<file path="src/rtl/rsa_pkg.sv">
// Definitions shared across the RSA datapath: FSM state encoding and loop-count sizing.
package rsa_pkg;

  typedef enum logic [1:0] {
    StIdle = 2'd0,
    StCalc = 2'd1,
    StFin  = 2'd2
  } state_e;

  // R = 2^nbits, so R^2 needs 2*nbits modular doublings starting from 1.
  function automatic int unsigned calc_iter(input int unsigned nbits);
    return 2 * nbits;
  endfunction

endpackage

</file>
<file path="src/rtl/mod_double_step.sv">
// One modular doubling: r_next = 2*r mod m, valid whenever r < m.
module mod_double_step #(
  parameter int unsigned WIDTH = 8
) (
  input  logic [WIDTH-1:0] r,
  input  logic [WIDTH-1:0] m,
  output logic [WIDTH-1:0] r_next
);

  logic [WIDTH:0] t;

  always_comb begin
    t = {r, 1'b0};
    // With r < m, 2r < 2m, so a single subtraction always reduces fully.
    if (t >= {1'b0, m}) begin
      r_next = WIDTH'(t - {1'b0, m});
    end else begin
      r_next = WIDTH'(t);
    end
  end

endmodule

</file>
<file path="src/rtl/const_precompute_unit.sv">
// Computes the Montgomery constant R^2 mod M (R = 2^(WIDTH+2)) by repeated modular doubling,
// with a start/busy/done handshake and a sticky error for even or zero moduli.
module const_precompute_unit
  import rsa_pkg::*;
#(
  parameter int unsigned WIDTH = 8
) (
  input  logic             clk,
  input  logic             rst,
  input  logic             en,
  input  logic             start,
  input  logic [WIDTH-1:0] M,
  output logic [WIDTH-1:0] Const,
  output logic             busy,
  output logic             done,
  output logic             err
);

  localparam int unsigned NBITS = WIDTH + 2;
  localparam int unsigned ITER  = calc_iter(NBITS);
  localparam int unsigned CntW  = $clog2(ITER + 1);

  state_e           state_q, state_d;
  logic [WIDTH-1:0] r_q, r_d;
  logic [WIDTH-1:0] m_q, m_d;
  logic [CntW-1:0]  cnt_q, cnt_d;
  logic [WIDTH-1:0] const_q, const_d;
  logic             busy_q, busy_d;
  logic             done_q, done_d;
  logic             err_q, err_d;
  logic [WIDTH-1:0] r_step;

  mod_double_step #(
    .WIDTH(WIDTH)
  ) u_step (
    .r     (r_q),
    .m     (m_q),
    .r_next(r_step)
  );

  always_comb begin
    state_d = state_q;
    r_d     = r_q;
    m_d     = m_q;
    cnt_d   = cnt_q;
    const_d = const_q;
    busy_d  = busy_q;
    done_d  = done_q;
    err_d   = err_q;
    if (en) begin
      done_d = 1'b0;
      unique case (state_q)
        StIdle: begin
          if (start) begin
            m_d   = M;
            err_d = 1'b0;
            // Bit 0 clear covers both even M and M == 0.
            if (!M[0]) begin
              state_d = StFin;
            end else begin
              r_d     = {{(WIDTH-1){1'b0}}, 1'b1};
              cnt_d   = '0;
              busy_d  = 1'b1;
              state_d = StCalc;
            end
          end
        end
        StCalc: begin
          r_d   = r_step;
          cnt_d = cnt_q + 1'b1;
          if (cnt_q == CntW'(ITER - 1)) begin
            busy_d  = 1'b0;
            state_d = StFin;
          end
        end
        StFin: begin
          done_d  = 1'b1;
          state_d = StIdle;
          if (!m_q[0]) begin
            err_d = 1'b1;
          end else if (m_q == WIDTH'(1)) begin
            // The loop never reduces the initial r=1 when m=1, so force the result.
            const_d = '0;
          end else begin
            const_d = r_q;
          end
        end
        default: state_d = StIdle;
      endcase
    end
  end

  always_ff @(posedge clk) begin
    if (rst) begin
      state_q <= StIdle;
      r_q     <= '0;
      m_q     <= '0;
      cnt_q   <= '0;
      const_q <= '0;
      busy_q  <= 1'b0;
      done_q  <= 1'b0;
      err_q   <= 1'b0;
    end else begin
      state_q <= state_d;
      r_q     <= r_d;
      m_q     <= m_d;
      cnt_q   <= cnt_d;
      const_q <= const_d;
      busy_q  <= busy_d;
      done_q  <= done_d;
      err_q   <= err_d;
    end
  end

  assign Const = const_q;
  assign busy  = busy_q;
  assign done  = done_q;
  assign err   = err_q;

endmodule

</file>
<file path="config.mk">
export PLATFORM = sky130hd
export DESIGN_NAME = const_precompute_unit
export DESIGN_NICKNAME = d
export VERILOG_FILES = /design/src/rtl/rsa_pkg.sv /design/src/rtl/mod_double_step.sv /design/src/rtl/const_precompute_unit.sv
export SDC_FILE = /design/constraint.sdc
export NUM_CORES = 1
export LEC_CHECK = 0
export CAP_MARGIN = 40
export CELL_PAD_IN_SITES_DETAIL_PLACEMENT = 2
export CELL_PAD_IN_SITES_GLOBAL_PLACEMENT = 2
export CORE_UTILIZATION = 33
export CTS_CLUSTER_SIZE = 24
export DETAILED_ROUTE_END_ITERATION = 8
export HOLD_SLACK_MARGIN = 0.12
export PLACE_DENSITY = 0.79
export SKIP_LAST_GASP = 1
export SLEW_MARGIN = 20
export SYNTH_ARGS = -nofsm -noshare
export SYNTH_HDL_FRONTEND = slang
export SYNTH_HIERARCHICAL = 1
export SYNTH_SLANG_ARGS = --single-unit
</file>
<file path="constraint.sdc">
create_clock -name clk -period 2.5 [get_ports clk]
set_input_delay 0.375 -clock clk [delete_from_list [all_inputs] [get_ports clk]]
set_output_delay 0.375 -clock clk [all_outputs]
set_load 0.005 [all_outputs]
</file>
==> metrics.md <==
| Metric | Value |
|---|---|
| Status | `completed` |
| Post-route minimum period | `2.26 ns` |
| Sequential fraction of the synthesis area | `0.367` |
| Post-DP HPWL | `3.71 mm` |
| Vias in the first global route | `1708` |
| First-pass GRT wire length | `8.25 mm` |
| Final worst-path cycle share | `0.905` |
| Num CTS Buffers | `5` |
| Layout area overhead | `18.2%` |
| # IOs | `23` |
| DRC | `0` |
| DR vias | `1623` |
| Post-CTS Setup Bufs | `0` |
| Core Region | `5270 um^2` |
| Crit end category | `register` |
| Final max-slew violation count | `0` |
| Mapped Nets | `244` |
| Bufs on Longest Clock Path | `2` |
| Post-CTS sizing | `0` |
| ANT cells | `0` |
| Largest area contributor in the netlist | `dfxtp_1` |
| Initial antenna violation count | `0` |
| Fmax achieved | `442 MHz` |
| WL/cell | `15.3 um` |
| Filler instances | `630` |
| Overall routing resource usage | `0.176` |
| Final Hold Viols | `0` |
| Synth async-reset ratio | `0` |
| Initial Util | `0.352` |
| Critical Setup Path Class | `register to register` |
| Setup crit end | `r_q[6]$_SDFFE_PP0P_` |
| Hold-fix buffers, CTS | `0` |
| Skew-Pair Late Insertion Delay | `0.28 ns` |
| Skew final | `0.00913 ns` |
| # port buffers | `22` |
| Setup TNS | `0 ns` |
| PD cells | `574 nW/um^2` |
| Yosys top cell area share | `0.367` |
| Worst min path class | `register to register` |
| Place WS | `0.263 ns` |
| Worst slew pin tran | `0.494 ns` |
| Critical path origin | `r_q[0]$_SDFFE_PP0P_` |
| GRT overflow | `0` |
| Final setup margin | `0.237 ns` |
| DR pass1 iterations | `4` |
| Rows | `26` |
| Grt peak-use layer | `met2` |
| Total Routed Length | `4.78 mm` |
| Initial DRC Count | `24` |
| Max-cap viol count | `0` |
| Clock Sinks | `34` |
| Mean Syn Cell Area | `8.36 um^2` |
| Final setup viols | `0` |
| Synth Instances | `222` |
| Worst path required time | `2.66 ns` |
| Critical Path, Cell by Cell | `inv_1, fa_1, nor2b_1, o31a_1, nor4b_1, a211o_1, mux2_4, a22oi_2, nor2_1` |
| Reg-to-reg slack, setup | `0.24 ns` |
| Synth warnings | `6` |
| Synth Register Bits | `34` |
| Top FF cell, synth | `dfxtp_1` |
| Post-layout util | `0.416` |
| Critical path peak fanout | `4` |
| EDFF count, synth | `0` |
| ANT nets after route | `0` |
| Grt met2 use | `0.301` |
| Distinct cells, synth | `48` |
| Reg2Reg Launch Point | `r_q[0]$_SDFFE_PP0P_` |
| Startpoint Class | `register` |
| Nets@finish | `264` |
| Vias per cell | `5.20` |
| DIE WIDTH | `77.0 um` |
| Leakage power | `0.000795 uW` |
| Worst path slowest cell | `fa_1` |
| Top area cells in the synthesized netlist | `dfxtp_1 (37%), a21oi_1 (7.0%), ha_1 (6.1%)` |
| Most common cell in the netlist | `dfxtp_1` |
| H-tree Lvls | `2` |
| Die ar. | `5930 um^2` |
| Met3 global-route usage | `0.0369` |
| GP Congestion | `0.758` |
| RSZ-0062 raised after global routing | `no` |
| Reg-to-reg endpoint | `r_q[6]$_SDFFE_PP0P_` |
| Synthesized cell area | `1860 um^2` |
| Die H | `77.0 um` |
| Clock-pin slew on the worst setup and hold paths | `0.07 ns` |
| Largest net degree at the start of global routing | `35` |
| Commonest cells in the netlist | `dfxtp_1 (34), a21oi_1 (26), nand2_1 (25), nor2_1 (20), inv_1 (13)` |
| CTS tree | `done` |
| Worst Reg-to-Reg Cells | `9` |
| Max VDD drop | `0.000244 V` |
| CTS Root Cell | `clkbuf_8` |
| Crit-path max cell delay | `0.47 ns` |
| Share of cells above drive strength 1 | `0.0868` |
| Crit path DAT | `2.42 ns` |
| Slew Limit Headroom | `0.669` |
| Met1 GRT Util | `0.227` |
layout by cell type (no fill, tap or decap), drive strengths merged, types with 2 or more instances in the layout:
master / n
ha: 9
xnor2: 5
clkinv: 2
dfxtp: 34
and2: 3
nor4b: 3
clkdlybuf4s50: 22
nand2: 25
nor2b: 3
nor2: 20
a21oi: 27
a22oi: 9
or3: 3
inv: 13
a21o: 3
mux2: 5
nand2b: 3
mux2i: 2
a211oi: 2
clkbuf: 5
and2b: 2
o21ai: 4
nand3: 12
nor3: 9
nand3b: 2
metrics by stage:
stage	power [uW]	cells	cell area (um^2)	hold slack, ns
after global placement	877	305	2110	0.447
after detailed placement	884	305	2110	0.452
after global routing	1340	312	2190	0.483
final	1260	312	2190	0.457
after floorplan	807	222	1860	0.449
after CTS	1280	312	2190	0.462
registers in the layout, indices dropped and copies added (netlist names):
| register | count |
|---|---|
| Const | 8 |
| m_q | 8 |
| r_q | 8 |
| cnt_q | 5 |
| state_q | 2 |
| busy | 1 |
| done | 1 |
| err | 1 |
cell type report:
cell class | count | area [um^2] | area share
timing repair buffer | 23 | 228 | 0.104
inverter | 13 | 48.8 | 0.0222
sequential | 34 | 681 | 0.310
clock inverter | 2 | 10.0 | 0.00456
clock buffer | 5 | 68.8 | 0.0314
multi-input combinational | 165 | 1070 | 0.488
tap | 70 | 87.6 | 0.0399
logic make-up after synthesis:
logic type | after synthesis | share of synthesized area
xor+xnor | 6 | 0.0283
buf+inv | 23 | 0.0566
simple gates | 90 | 0.254
fa+ha+maj | 10 | 0.0715
compound gates | 52 | 0.179
mux | 7 | 0.0432
flops | 34 | 0.367
critical path: cells and delay by family (launching register included):
kind,cells,cell delay (ns)
mux,1,0.26
compound gates,3,0.60
simple gates,3,0.33
fa+ha+maj,1,0.47
buf+inv,1,0.10
flops,1,0.38
report_power, final:
| part | leakage [uW] | switching (uW) | internal, uW |
|---|---|---|---|
| combinational | 0.000475 | 151 | 140 |
| clock | 0.0000438 | 201 | 187 |
| sequential | 0.000276 | 22.3 | 559 |
| total | 0.000795 | 373 | 886 |
worst min path at each step:
stage	start	to	slack, ns	cells after the start
after global routing	Const[5]$_SDFFE_PP0P_	Const[5]$_SDFFE_PP0P_	0.48	2
final	Const[5]$_SDFFE_PP0P_	Const[5]$_SDFFE_PP0P_	0.46	2
after global placement	Const[7]$_SDFFE_PP0P_	Const[7]$_SDFFE_PP0P_	0.45	2
after CTS	Const[5]$_SDFFE_PP0P_	Const[5]$_SDFFE_PP0P_	0.46	2
after detailed placement	Const[5]$_SDFFE_PP0P_	Const[5]$_SDFFE_PP0P_	0.45	2
after floorplan	m_q[7]$_SDFFE_PP0P_	m_q[7]$_SDFFE_PP0P_	0.45	2
layer usage:
metal	vias up	share of wire
met5	-	0
met4	0	0.0086
met3	6	0.025
met2	21	0.49
met1	781	0.48
li1	815	-
Power figures use the tool's default switching activity.
